<file path="src/rtl/bp_pkg.sv">
`default_nettype none
// ============================================================================
//  Module      : bp_pkg
//  Description : Shared branch-predictor types and defaults so that the GHR,
//                the checkpoint queue and the PHT agree on history width.
//  Revision    : 1.0  initial release
// ============================================================================
package bp_pkg;

    localparam int c_GHR_WIDTH = 8;
    localparam int c_DEPTH     = 8;

    typedef logic [c_GHR_WIDTH-1:0]     ghr_t;
    typedef logic [$clog2(c_DEPTH)-1:0] ckpt_ptr_t;

    // Shift one resolved/predicted outcome into the youngest history bit.
    function automatic ghr_t ghr_shift(input ghr_t ghr, input logic outcome);
        return {ghr[c_GHR_WIDTH-2:0], outcome};
    endfunction

endpackage : bp_pkg
`default_nettype wire

</file>
<file path="src/rtl/ghr_ckpt_fifo.sv">
`default_nettype none
// ============================================================================
//  Module      : ghr_ckpt_fifo
//  Description : Circular checkpoint buffer. Push appends at the write
//                pointer, pop retires the head, flush (normally issued with a
//                pop) discards every younger entry. Entry storage is not
//                cleared; stale entries simply persist until overwritten.
//  Revision    : 1.0  initial release
// ============================================================================
module ghr_ckpt_fifo #(
    parameter int WIDTH = 8,
    parameter int DEPTH = 8
) (
    input  logic                     clk,
    input  logic                     rst_n,
    input  logic                     i_push,
    input  logic [WIDTH-1:0]         i_push_data,
    input  logic                     i_pop,
    input  logic                     i_flush,
    output logic [WIDTH-1:0]         o_head_data,
    output logic [$clog2(DEPTH):0]   o_count,
    output logic                     o_full,
    output logic                     o_empty
);

    localparam int c_PTR_W = $clog2(DEPTH);
    localparam int c_CNT_W = $clog2(DEPTH) + 1;

    logic [WIDTH-1:0]   r_mem [DEPTH];
    logic [c_PTR_W-1:0] r_wr_ptr;
    logic [c_PTR_W-1:0] r_rd_ptr;
    logic [c_CNT_W-1:0] r_count;

    logic               w_full;
    logic               w_empty;
    logic               w_push;
    logic               w_pop;
    logic [c_PTR_W-1:0] w_rd_ptr_nxt;

    assign w_full   = (r_count == c_CNT_W'(DEPTH));
    assign w_empty  = (r_count == '0);
    // A flush cancels any same-cycle push: that push is on the wrong path.
    assign w_push   = i_push & ~w_full & ~i_flush;
    assign w_pop    = i_pop & ~w_empty;
    assign w_rd_ptr_nxt = w_pop ? (r_rd_ptr + c_PTR_W'(1)) : r_rd_ptr;

    // Checkpoint storage: written on accepted pushes only, never reset.
    always_ff @(posedge clk) begin
        if (w_push) begin
            r_mem[r_wr_ptr] <= i_push_data;
        end
    end

    // Pointer and occupancy bookkeeping; a flush collapses the queue onto
    // the slot just past the retiring head.
    always_ff @(posedge clk) begin
        if (!rst_n) begin
            r_wr_ptr <= '0;
            r_rd_ptr <= '0;
            r_count  <= '0;
        end else begin
            r_rd_ptr <= w_rd_ptr_nxt;
            if (i_flush) begin
                r_wr_ptr <= w_rd_ptr_nxt;
                r_count  <= '0;
            end else begin
                if (w_push) begin
                    r_wr_ptr <= r_wr_ptr + c_PTR_W'(1);
                end
                case ({w_push, w_pop})
                    2'b10:   r_count <= r_count + c_CNT_W'(1);
                    2'b01:   r_count <= r_count - c_CNT_W'(1);
                    default: r_count <= r_count;
                endcase
            end
        end
    end

    assign o_head_data = r_mem[r_rd_ptr];
    assign o_count     = r_count;
    assign o_full      = w_full;
    assign o_empty     = w_empty;

endmodule : ghr_ckpt_fifo
`default_nettype wire

</file>
<file path="src/rtl/ghr_ckpt_ctrl.sv">
`default_nettype none
// ============================================================================
//  Module      : ghr_ckpt_ctrl
//  Description : Speculative global-history controller. Shifts IF1
//                predictions into spec_ghr, checkpoints the pre-prediction
//                history, retires checkpoints in order on EX resolution to
//                drive the PHT update port, and restores spec_ghr on a
//                mispredict while flushing all younger checkpoints.
//  Revision    : 1.0  initial release
// ============================================================================
module ghr_ckpt_ctrl
    import bp_pkg::*;
#(
    parameter int GHR_WIDTH = c_GHR_WIDTH,
    parameter int DEPTH     = c_DEPTH
) (
    input  logic                    clk,
    input  logic                    rst_n,
    input  logic                    if1_valid,
    input  logic                    if1_pred,
    output logic                    if1_ready,
    input  logic                    ex_valid,
    input  logic                    ex_branched,
    input  logic                    ex_mispred,
    output logic [GHR_WIDTH-1:0]    spec_ghr,
    output logic [GHR_WIDTH-1:0]    arch_ghr,
    output logic                    pht_we,
    output logic                    pht_branched,
    output logic [GHR_WIDTH-1:0]    pht_ghr,
    output logic                    recover,
    output logic [$clog2(DEPTH):0]  ckpt_count
);

    logic [GHR_WIDTH-1:0] r_spec_ghr;
    logic [GHR_WIDTH-1:0] r_arch_ghr;
    logic [GHR_WIDTH-1:0] r_pht_ghr;
    logic                 r_pht_we;
    logic                 r_pht_branched;
    logic                 r_recover;

    logic [GHR_WIDTH-1:0] w_head;
    logic                 w_full;
    logic                 w_empty;
    logic                 w_pop;
    logic                 w_restore;
    logic                 w_push;

    // A resolution against an empty queue is a protocol violation and is
    // dropped here so it cannot disturb any state.
    assign w_pop     = ex_valid & ~w_empty;
    assign w_restore = w_pop & ex_mispred;
    // Readiness looks only at the registered count: a full queue refuses a
    // push even when a pop retires an entry in the same cycle.
    assign w_push    = if1_valid & ~w_full & ~w_restore;

    ghr_ckpt_fifo #(
        .WIDTH (GHR_WIDTH),
        .DEPTH (DEPTH)
    ) u_fifo (
        .clk         (clk),
        .rst_n       (rst_n),
        .i_push      (w_push),
        .i_push_data (r_spec_ghr),
        .i_pop       (w_pop),
        .i_flush     (w_restore),
        .o_head_data (w_head),
        .o_count     (ckpt_count),
        .o_full      (w_full),
        .o_empty     (w_empty)
    );

    // Speculative history: restore from the mispredicting checkpoint with the
    // real outcome appended, otherwise shift in each accepted prediction.
    always_ff @(posedge clk) begin
        if (!rst_n) begin
            r_spec_ghr <= '0;
        end else if (w_restore) begin
            r_spec_ghr <= {w_head[GHR_WIDTH-2:0], ex_branched};
        end else if (w_push) begin
            r_spec_ghr <= {r_spec_ghr[GHR_WIDTH-2:0], if1_pred};
        end
    end

    // Architectural history advances by one resolved outcome per retirement.
    always_ff @(posedge clk) begin
        if (!rst_n) begin
            r_arch_ghr <= '0;
        end else if (w_pop) begin
            r_arch_ghr <= {r_arch_ghr[GHR_WIDTH-2:0], ex_branched};
        end
    end

    // PHT update port: strobes are single-cycle pulses, data holds between
    // retirements.
    always_ff @(posedge clk) begin
        if (!rst_n) begin
            r_pht_we       <= 1'b0;
            r_pht_branched <= 1'b0;
            r_pht_ghr      <= '0;
            r_recover      <= 1'b0;
        end else begin
            r_pht_we  <= w_pop;
            r_recover <= w_restore;
            if (w_pop) begin
                r_pht_branched <= ex_branched;
                r_pht_ghr      <= w_head;
            end
        end
    end

    assign if1_ready    = ~w_full;
    assign spec_ghr     = r_spec_ghr;
    assign arch_ghr     = r_arch_ghr;
    assign pht_we       = r_pht_we;
    assign pht_branched = r_pht_branched;
    assign pht_ghr      = r_pht_ghr;
    assign recover      = r_recover;

endmodule : ghr_ckpt_ctrl
`default_nettype wire

</file>
<file path="config.mk">
export PLATFORM = sky130hd
export DESIGN_NAME = ghr_ckpt_ctrl
export DESIGN_NICKNAME = d
export VERILOG_FILES = /design/src/rtl/bp_pkg.sv /design/src/rtl/ghr_ckpt_fifo.sv /design/src/rtl/ghr_ckpt_ctrl.sv
export SDC_FILE = /design/constraint.sdc
export NUM_CORES = 1
export LEC_CHECK = 0
export BUFFER_PORTS_ARGS = -buffer_cell sky130_fd_sc_hd__buf_2
export CORE_ASPECT_RATIO = 0.6
export CORE_MARGIN = 2
export CORE_UTILIZATION = 38
export CTS_BUF_LIST = sky130_fd_sc_hd__clkbuf_16
export DETAILED_ROUTE_END_ITERATION = 10
export PLACE_DENSITY = 0.65
export SYNTH_ARGS = -nofsm -noshare
export SYNTH_HDL_FRONTEND = slang
export SYNTH_HIERARCHICAL = 1
export SYNTH_SLANG_ARGS = --single-unit
</file>
<file path="constraint.sdc">
create_clock -name clk -period 3.6 [get_ports clk]
set_clock_uncertainty 0.15 [all_clocks]
set_input_delay 0.36 -clock clk [delete_from_list [all_inputs] [get_ports clk]]
set_output_delay 0.36 -clock clk [all_outputs]
set_load 0.01 [all_outputs]
</file>
Word level (Yosys, flattened, before mapping)
Memories as Yosys holds them, arrays and structs flattened. A register that Yosys moved wholly into a read port is not among the register bits.
Index checks and enable logic that the tools add are counted.
{"block": "classes", "add_sub_neg": 4, "eq_ne": 3, "mux": 9, "bitwise": 11, "n_reduce_logical": 5}
{"cell": "8-bit two-way mux", "count": 2}
{"cell": "3-bit two-way mux", "count": 4}
{"cell": "4-bit one-hot mux with 2 select lines", "count": 1}
{"cell": "1-bit bitwise AND", "count": 7}
{"cell": "3-bit by 1-bit adder with 3-bit output (second input constant)", "count": 2}
{"cell": "2-bit nonzero test", "count": 3}
{"cell": "4-bit by 1-bit adder with 4-bit output (second input constant)", "count": 1}
{"cell": "4-bit equality test (second input constant)", "count": 1}
{"cell": "4-bit zero test", "count": 1}
{"cell": "1-bit NOT", "count": 4}
{"cell": "4-bit by 1-bit subtractor with 4-bit output (second input constant)", "count": 1}
{"cell": "2-bit by 1-bit equality test with 1-bit output (second input constant)", "count": 1}
{"cell": "2-bit equality test (second input constant)", "count": 1}
{"cell": "1-bit two-way mux", "count": 2}
{"cell": "2-bit OR reduction", "count": 1}
{"block": "totals", "register_bits": 37, "ram_bits": 64, "inputBits": 7, "output_inout_bits": 32, "elab_cells": 42, "memories": 1}
{"name": "u_fifo.r_mem", "words": 8, "word_bits": 8, "read_ports": 1, "rd_clocked_by_memory_dff": 1, "write_ports": 1, "line": "ghr_ckpt_fifo.sv:29", "text": "logic [WIDTH-1:0] r_mem [DEPTH];"}

Depth between registers and ports, before layout
Gate-level depths: netlist of the first run.
{"block": "depth", "ltp_word": 10, "mapped_depth": 16, "depth_no_buf": 13}

By module
Netlist of the first run, hierarchy kept.
{"mod": "ghr_ckpt_fifo", "n_inst": 1, "cells_per_inst": 174, "area_per_inst_um2": 3076.7, "seq_area_each_um2": 2122.0}
{"mod": "ghr_ckpt_ctrl", "n_inst": 1, "cells_per_inst": 126, "area_per_inst_um2": 1024.7, "seq_area_each_um2": 520.5}

Least setup slack after synthesis of the first run
No wires, ideal clock.
{"block": "synth_path", "kind": "reg-to-reg", "start": "reg u_fifo.r_count[2] (netlist: u_fifo/o_count[2])", "end": "mem u_fifo.r_mem[0][0] (enable)", "setup_time_ps": 395, "t_arrival_ps": 2563, "t_required_ps": 3055, "path_slack_ps": 492, "stages_incl_launch_ff": 9, "period_less_slack_ps": 3108, "cell_sequence": "dfxtp_1 nor4_1 nand3b_1 buf_4 inv_1 nor2_1 nor2b_1 nand2_1 nor4_1"}
{"block": "synth_between", "elab_chain_len": 10, "word_cells_on_any_way": 13, "classes_between": "eq/ne: 1; mux: 2; bitwise: 9; reduce/logical: 1"}
{"element": "start, declared", "line": "ghr_ckpt_fifo.sv:32", "text": "logic [c_CNT_W-1:0] r_count;"}
{"element": "start signal, assigned", "line": "ghr_ckpt_fifo.sv:71", "text": "2'b10: r_count <= r_count + c_CNT_W'(1);"}
{"element": "start signal, assigned", "line": "ghr_ckpt_fifo.sv:72", "text": "2'b01: r_count <= r_count - c_CNT_W'(1);"}
{"element": "start signal, assigned", "line": "ghr_ckpt_fifo.sv:73", "text": "default: r_count <= r_count;"}
{"element": "4-bit zero test", "line": "ghr_ckpt_fifo.sv:41", "text": "assign w_empty = (r_count == '0);"}
{"element": "net w_empty", "line": "ghr_ckpt_ctrl.sv:43", "text": "logic w_empty;"}
{"element": "1-bit NOT", "line": "ghr_ckpt_ctrl.sv:50", "text": "assign w_pop = ex_valid & ~w_empty;"}
{"element": "1-bit bitwise AND", "line": "ghr_ckpt_ctrl.sv:50"}
{"element": "1-bit bitwise AND", "line": "ghr_ckpt_ctrl.sv:51", "text": "assign w_restore = w_pop & ex_mispred;"}
{"element": "net w_restore", "line": "ghr_ckpt_ctrl.sv:45", "text": "logic w_restore;"}
{"element": "1-bit NOT", "line": "ghr_ckpt_ctrl.sv:54", "text": "assign w_push = if1_valid & ~w_full & ~w_restore;"}
{"element": "1-bit bitwise AND", "line": "ghr_ckpt_ctrl.sv:54"}
{"element": "net w_push", "line": "ghr_ckpt_ctrl.sv:46", "text": "logic w_push;"}
{"element": "1-bit bitwise AND (2 in a row)", "line": "ghr_ckpt_fifo.sv:43", "text": "assign w_push = i_push & ~w_full & ~i_flush;"}
{"element": "1-bit two-way mux", "line": "ghr_ckpt_fifo.sv:49", "text": "if (w_push) begin"}
{"element": "1-bit two-way mux (not written as such)", "line": "ghr_ckpt_fifo.sv:50", "text": "r_mem[r_wr_ptr] <= i_push_data;"}
{"element": "end, declared", "line": "ghr_ckpt_fifo.sv:29"}
The timed path passes the listed nets, and every way through them passes these cells.

Worst setup path after layout of the first run
{"block": "layout_path", "start": "reg u_fifo.r_count[2] (netlist: u_fifo/o_count[2])", "end": "reg u_fifo.r_count[2] (netlist: u_fifo/o_count[2])"}
{"block": "layout_between", "word_cells_on_any_way": 19, "classes_between": "add/sub: 2; eq/ne: 3; mux: 1; bitwise: 10; reduce/logical: 3"}
{"element": "4-bit equality test (*)", "line": "ghr_ckpt_fifo.sv:40", "text": "assign w_full = (r_count == c_CNT_W'(DEPTH));"}
{"element": "net w_full", "line": "ghr_ckpt_ctrl.sv:42", "text": "logic w_full;"}
{"element": "1-bit NOT (*)", "line": "ghr_ckpt_ctrl.sv:54"}
{"element": "1-bit bitwise AND (*) (2 in a row)", "line": "ghr_ckpt_ctrl.sv:54"}
{"element": "net w_push", "line": "ghr_ckpt_ctrl.sv:46"}
{"element": "1-bit bitwise AND (*) (2 in a row)", "line": "ghr_ckpt_fifo.sv:43"}
{"element": "2-bit by 1-bit equality test with 1-bit output or 2-bit equality test (tied branches)", "line": "ghr_ckpt_fifo.sv:70", "text": "case ({w_push, w_pop})"}
{"element": "4-bit one-hot mux with 2 select lines or 2-bit nonzero test (tied branches)"}
The timed path passes the listed nets; every way through them passes the cells marked *.
A chain may end at the register's enable or synchronous reset.

==> results of run 1 <==
worst register-to-register path: stages (launching register included):
cell and delay (ns):
sky130_fd_sc_hd__dfxtp_1 0.40, sky130_fd_sc_hd__or4b_1 0.69, sky130_fd_sc_hd__inv_1 0.15, sky130_fd_sc_hd__nand2b_1 0.13, sky130_fd_sc_hd__nor2_1 0.07, sky130_fd_sc_hd__nor2b_2 0.20, sky130_fd_sc_hd__nand2_1 0.18, sky130_fd_sc_hd__ha_1 0.30
sky130_fd_sc_hd__xor2_1 0.10, sky130_fd_sc_hd__ha_1 0.21, sky130_fd_sc_hd__nor2b_1 0.16, sky130_fd_sc_hd__a21oi_1 0.10, sky130_fd_sc_hd__o211ai_2 0.16, sky130_fd_sc_hd__mux2i_1 0.19
routing by layer:
| layer | global-route usage | share of wire |
|---|---|---|
| met5 | 0 | 0 |
| met4 | 0.0417 | 0.011 |
| met3 | 0.0491 | 0.062 |
| met2 | 0.216 | 0.42 |
| met1 | 0.235 | 0.51 |
flip-flops by register name (all words and copies together) (netlist names):
signal           count
arch_ghr             8
pht_ghr              8
pht_we               1
recover              1
spec_ghr             8
u_fifo/o_count       4
u_fifo/r_mem        64
u_fifo/r_rd_ptr      3
u_fifo/r_wr_ptr      3
metrics by stage:
step / total power [mW] / instances / utilization / setup WS (ns)
floorplan: 2.23 / 300 / - / 0.492
global placement: 2.44 / 473 / 0.422 / 0.535
detailed placement: 2.47 / 473 / 0.422 / 0.403
CTS: 3.39 / 489 / 0.449 / 0.370
global route: 3.56 / 489 / 0.449 / 0.0967
finish: 3.36 / 489 / 0.449 / 0.355
worst paths after layout:
kind	from	end	slack [ns]	depth (start not counted)
worst max-delay path	u_fifo/o_count[2]	u_fifo/o_count[2]	0.35	13
worst min-delay path	ex_branched	arch_ghr[0]	0.12	3
worst max register to register	u_fifo/o_count[2]	u_fifo/o_count[2]	0.35	13
worst min register to register	pht_ghr[1]	pht_ghr[1]	0.31	2
final cells by class:
type	count	area, um2
repair buffers	50	280
multi-input cells	178	1320
well taps	139	174
inverters	6	27.5
fillers	966	5800
clock buffers	9	225
flip-flops and latches	100	2640
clock inverters	7	57.6
kinds of logic after synthesis:
group,Yosys count,share of synthesized area
compound gates,42,0.0641
xor+xnor,5,0.0107
fa+ha+maj,4,0.0122
buf+inv,22,0.0351
flops,100,0.644
mux,30,0.125
simple gates,97,0.109
cells in the final DEF (no fill, tap or decap), drive strengths merged, types with 2 or more instances in the layout:
cell,n
edfxtp,64
nand2,58
buf,50
dfxtp,36
a21oi,18
mux4,16
o21ai,10
clkbuf,9
mux2,9
nor2b,9
a31oi,8
inv,8
nand2b,7
nor2,7
nor3,5
mux2i,5
clkinv,5
ha,4
xor2,3
nor4,2
nand3,2
xnor2,2
report_power, final:
group / internal, mW / leakage (nW) / switching [mW]
combinational: 0.378 / 0.682 / 0.451
clock: 0.480 / 0.143 / 0.434
sequential: 1.45 / 0.889 / 0.169
what timing repair did:
item                       CTS  global route
hold buffers                 0             0
setup endpoints to repair    0             1
resized for setup            0             1
==> results.toml, run 1 <==
[setup_path]
cp_common_cell = "sky130_fd_sc_hd__ha_1"
slowest_stage = "sky130_fd_sc_hd__or4b_1"
criticalPathCategory = "reg2reg"
cpPeakStageDelay_ns = 0.69
crit_path_cell_trace = "or4b_1 -> inv_1 -> nand2b_1 -> nor2_1 -> nor2b_2 -> nand2_1 -> ha_1 -> xor2_1 -> ha_1 -> nor2b_1 -> a21oi_1 -> o211ai_2 -> mux2i_1"
critical_path.startpoint_type = "flip-flop"
path_buf_inv = 1
crit_arrival_ns = 3.38
worstPathRequired_ns = 3.73
cp-end-kind = "flip-flop"
timing.critical_path.max_delay_family = "simple AND/OR/NAND/NOR gates"
worstPathMaxFanout = 9

[logic_synthesis]
synth_top_flop_cell = "sky130_fd_sc_hd__edfxtp_1"
synth_fp_nets = 311
synth-async-reset-ratio = 0
synth-edff-count = 64
yosysMostFrequentCell = "sky130_fd_sc_hd__edfxtp_1"
post-synth-top-area-fraction = 0.469
ys_seq_area_frac = 0.644
post_synth_main_area_contributors = "sky130_fd_sc_hd__edfxtp_1, sky130_fd_sc_hd__dfxtp_1, sky130_fd_sc_hd__mux4_2"
synth_warnings = 6
synth_common_cells = "sky130_fd_sc_hd__edfxtp_1, sky130_fd_sc_hd__nand2_1, sky130_fd_sc_hd__dfxtp_1"
synthesis.instances = 300
ys_ff_latch = 100
synth.cell_area_mm2 = 0.00410
synthDistinctLibCells = 42
synth.avg_cell_area_um2 = 13.7
post-synth-top-area-cell = "sky130_fd_sc_hd__edfxtp_1"

[routing]
detail_route.drc_violations = 0
drt_iter0_drc = 171
detailedRoute.firstPassIterationCount = 4
vias = 2488
routed_wire_length_per_instance_um = 17.2
average_via_count_per_standard_cell = 5.09
wl_um = 8420
antenna_violating_nets_post_route = 0

[finish]
flow.area_growth_from_synthesis_pct = 15.2
num_antenna_cells = 0
finalInstanceArea_mm2 = 0.00472
layout.nets = 356
layout-drive-gt1-share = 0.280

[grt]
grt_antenna_before_repair = 0
first_global_vias = 2407
global_route_wire_length_before_repair_um = 13700
pin_count_of_the_biggest_net_entering_global_routing = 20
sum_of_overflow_across_all_layers_after_global_routing = 0
grt_use_total = 0.156

[cts]
clockRootBuffer = "sky130_fd_sc_hd__clkbuf_16"
clock_insertion_delay_worst_skew_ns = 0.35
ctsHtreeMaxLevel = 3
clkSlewWorstSetupHoldPaths_ns = 0.07
cts_tree = "yes"
clkSinkCount = 100
post_cts_buffers = 0
tritoncts.num_buffers = 9
ctsLongestPathBuffers = 2

[timing]
fin_crit_sh = 0.901
rsz0062_at_grt = "no"
timing.max_slew.rel_slack = 0.375
min_period_ns = 3.25
report.final.slew_viol_count = 0
final-setup-viol-count = 0
hold_slack_ns = 0.116
finalHoldViolCount = 0
fmax_mhz = 308
worst_slew_pin_tran_ns = 0.936
setup-tns-final_ns = 0

[placement]
numPortBuffers = 38
finalWeightedCongestion = 0.786
post_dp_cell_area_mm2 = 0.00444
dpl_wire_length_um = 5800

[worst_hold_path]
hp-class = "in2reg"

[die]
floorplan.rows = 29
floorplan.die.height_um = 84.5
die-area_mm2 = 0.0117
initial_utilization = 0.390
ios = 39
core_area_mm2 = 0.0105
die_width_um = 138

[power_and_ir_drop]
power_density_relative_to_cell_area_mw_per_mm2 = 711
power.ir.vdd_worst_uv = 361
leakage_nw = 1.71

[outcome]
outcome = "complete, no violations"

[flow_run]
cap_viol_max_count = 0
No activity file was read; power rests on OpenSTA's default activity.
==> run 2, diff against run 1 <==
--- a/config.mk
+++ b/config.mk
@@ -6,12 +6,13 @@
 export NUM_CORES = 1
 export LEC_CHECK = 0
 export BUFFER_PORTS_ARGS = -buffer_cell sky130_fd_sc_hd__buf_2
+export CELL_PAD_IN_SITES_DETAIL_PLACEMENT = 1
+export CELL_PAD_IN_SITES_GLOBAL_PLACEMENT = 1
 export CORE_ASPECT_RATIO = 0.6
-export CORE_MARGIN = 2
-export CORE_UTILIZATION = 38
+export CORE_UTILIZATION = 48
 export CTS_BUF_LIST = sky130_fd_sc_hd__clkbuf_16
 export DETAILED_ROUTE_END_ITERATION = 10
-export PLACE_DENSITY = 0.65
+export PLACE_DENSITY = 0.88
 export SYNTH_ARGS = -nofsm -noshare
 export SYNTH_HDL_FRONTEND = slang
 export SYNTH_HIERARCHICAL = 1
==> run 2 against run 1 <==
  * Sequential power is essentially flat
  * Non-clock buffer count did not move
  * Register-to-register slack got worse by 0.02 ns
  * Count of clock-buffer cells in the layout unchanged
  * Final cell count is 6.3% lower
  * Sequential cell count did not move
  * Combinational power is 2% higher
==> results.toml, run 2 (same netlist as run 1, synthesis figures left out) <==
[placement]
finalWeightedCongestion = 0.908
dpl_wire_length_um = 6470
numPortBuffers = 38
numPlacedInstances = 442
post_dp_cell_area_mm2 = 0.00440

[grt]
first_global_vias = 2657
grt_use_total = 0.228
global_route_wire_length_before_repair_um = 14500
sum_of_overflow_across_all_layers_after_global_routing = 0
pin_count_of_the_biggest_net_entering_global_routing = 20
grt_antenna_before_repair = 0

[finish]
finalInstanceArea_mm2 = 0.00468
flip_flop_count_of_the_largest_register_after_layout = 64
flow.area_growth_from_synthesis_pct = 14.0
regArea_mm2 = 0.00264
final-instance-count-excl-fill = 458
multi_input_area_mm2 = 0.00132
layout-drive-gt1-share = 0.277
final_core_util = 0.580
num_antenna_cells = 0
mostFrequentLayoutCells = "sky130_fd_sc_hd__edfxtp_1, sky130_fd_sc_hd__nand2_1, sky130_fd_sc_hd__buf_2"
regMostFlops = "u_fifo/r_mem"
fillCellCount = 814
layout.cells.most_common = "sky130_fd_sc_hd__edfxtp_1"
layout.nets = 356

[power_and_ir_drop]
power.ir.vdd_worst_uv = 349
power.net_switching_mw = 1.06
share_comb_of_total_power = 0.252
power.internal_mw = 2.30
fraction_of_power_consumed_by_sequential_logic = 0.483
clockPowerShare = 0.265
power_switching_share = 0.316
power_density_relative_to_cell_area_mw_per_mm2 = 718
leakage_nw = 1.70

[timing]
rsz0062_at_grt = "no"
fmax_mhz = 306
hold_slack_ns = 0.124
report.final.slew_viol_count = 0
worst_slew_pin_tran_ns = 0.953
timing.max_slew.rel_slack = 0.364
min_period_ns = 3.27
fin_crit_sh = 0.908
final-setup-viol-count = 0
finalHoldViolCount = 0
setup-tns-final_ns = 0

[routing]
vias = 2574
routed-wl-met2_um = 4430
wl_um = 9160
route.layer.met1.wl_um = 4280
routed_wire_length_per_instance_um = 20.0
average_via_count_per_standard_cell = 5.62
detailedRoute.firstPassIterationCount = 4
route.met3.wl_um = 389
drt_iter0_drc = 145
detail_route.drc_violations = 0
antenna_violating_nets_post_route = 0
top_layer_used = "met4"

[cts]
ctsHtreeMaxLevel = 3
ctsLongestPathBuffers = 2
clkSlewWorstSetupHoldPaths_ns = 0.07
cts_tree = "yes"
clockRootBuffer = "sky130_fd_sc_hd__clkbuf_16"
clock_insertion_delay_worst_skew_ns = 0.34
clkSinkCount = 100
tritoncts.num_buffers = 9

[setup_path]
slowest_stage = "sky130_fd_sc_hd__or4b_1"
crit-reg2reg-launch = "u_fifo/o_count[2]"
worstPathMaxFanout = 9
cp-startpoint = "u_fifo/o_count[2]"
criticalPathCategory = "reg2reg"
cp-end-kind = "flip-flop"
cpPeakStageDelay_ns = 0.69
crit_arrival_ns = 3.39
worstPathRequired_ns = 3.72
critical_path.startpoint_type = "flip-flop"
crit_path_cell_trace = "or4b_1 -> inv_1 -> nand2b_1 -> nor2_1 -> nor2b_2 -> nand2_1 -> ha_1 -> xor2_1 -> ha_1 -> nor2b_1 -> nand4b_1 -> o211ai_2 -> mux2i_1"
cp_common_cell = "sky130_fd_sc_hd__ha_1"

[worst_hold_path]
hp-class = "in2reg"
hold_path.startpoint = "ex_branched"

[outcome]
outcome = "complete, no violations"

[die]
ios = 39
floorplan.rows = 25
die-area_mm2 = 0.00893
initial_utilization = 0.508
core_area_mm2 = 0.00807
floorplan.die.height_um = 73.6
die_width_um = 121

[flow_run]
cap_viol_max_count = 0
[run 2: changes by cell type in the layout (fill, tap and decap cells not counted), sizes merged]
cell	change
clkinvlp	+3
inv	-2
clkinv	-1
[run 2: what timing repair did]
item | CTS | global route
endpoints found under the setup margin | 0 | 1
buffers inserted | 0 | 0
gates resized for setup | 0 | 1
hold buffers | 0 | 0
[run 2: worst paths after layout]
path,to,slack [ns],depth (start not counted)
max,u_fifo/o_count[2],0.33,13
min,arch_ghr[0],0.12,3
max reg2reg,u_fifo/o_count[2],0.33,13
min reg2reg,pht_ghr[3],0.31,2
[run 2: worst max-delay path, delay by kind of cell, from the launching register on]
kind	cells	cell delay (ns)
flops	1	0.39
compound gates	1	0.11
fa+ha+maj	2	0.51
xor+xnor	1	0.10
mux	1	0.18
simple gates	7	1.61
buf+inv	1	0.14
[run 2: layout make-up]
type | count | share of cell area
repair buffers | 50 | 0.0599
clock buffers | 9 | 0.0482
clock inverters | 7 | 0.0104
multi-input cells | 178 | 0.282
inverters | 6 | 0.00589
flip-flops and latches | 100 | 0.565
well taps | 108 | 0.0289
[run 2: power by group through the flow]
stage	Clock, mW	Sequential [mW]	Combinational [mW]
floorplan	0	1.61	0.619
global placement	0	1.62	0.811
detailed placement	0	1.65	0.845
CTS	0.909	1.63	0.852
global route	0.952	1.65	0.930
finish	0.891	1.62	0.845
[run 2: through the flow]
step           setup WS (ns)  total power [mW]
2_1_floorplan          0.492              2.23
3_3_place_gp           0.534              2.43
3_5_place_dp           0.313              2.50
4_1_cts                0.288              3.39
5_1_grt               0.0142              3.53
6_report               0.330              3.36
[run 2: per-layer routing]
layer,track usage,up-vias
met5,0,-
met4,0.0576,0
met3,0.0606,8
met2,0.371,56
met1,0.306,1317
li1,-,1193
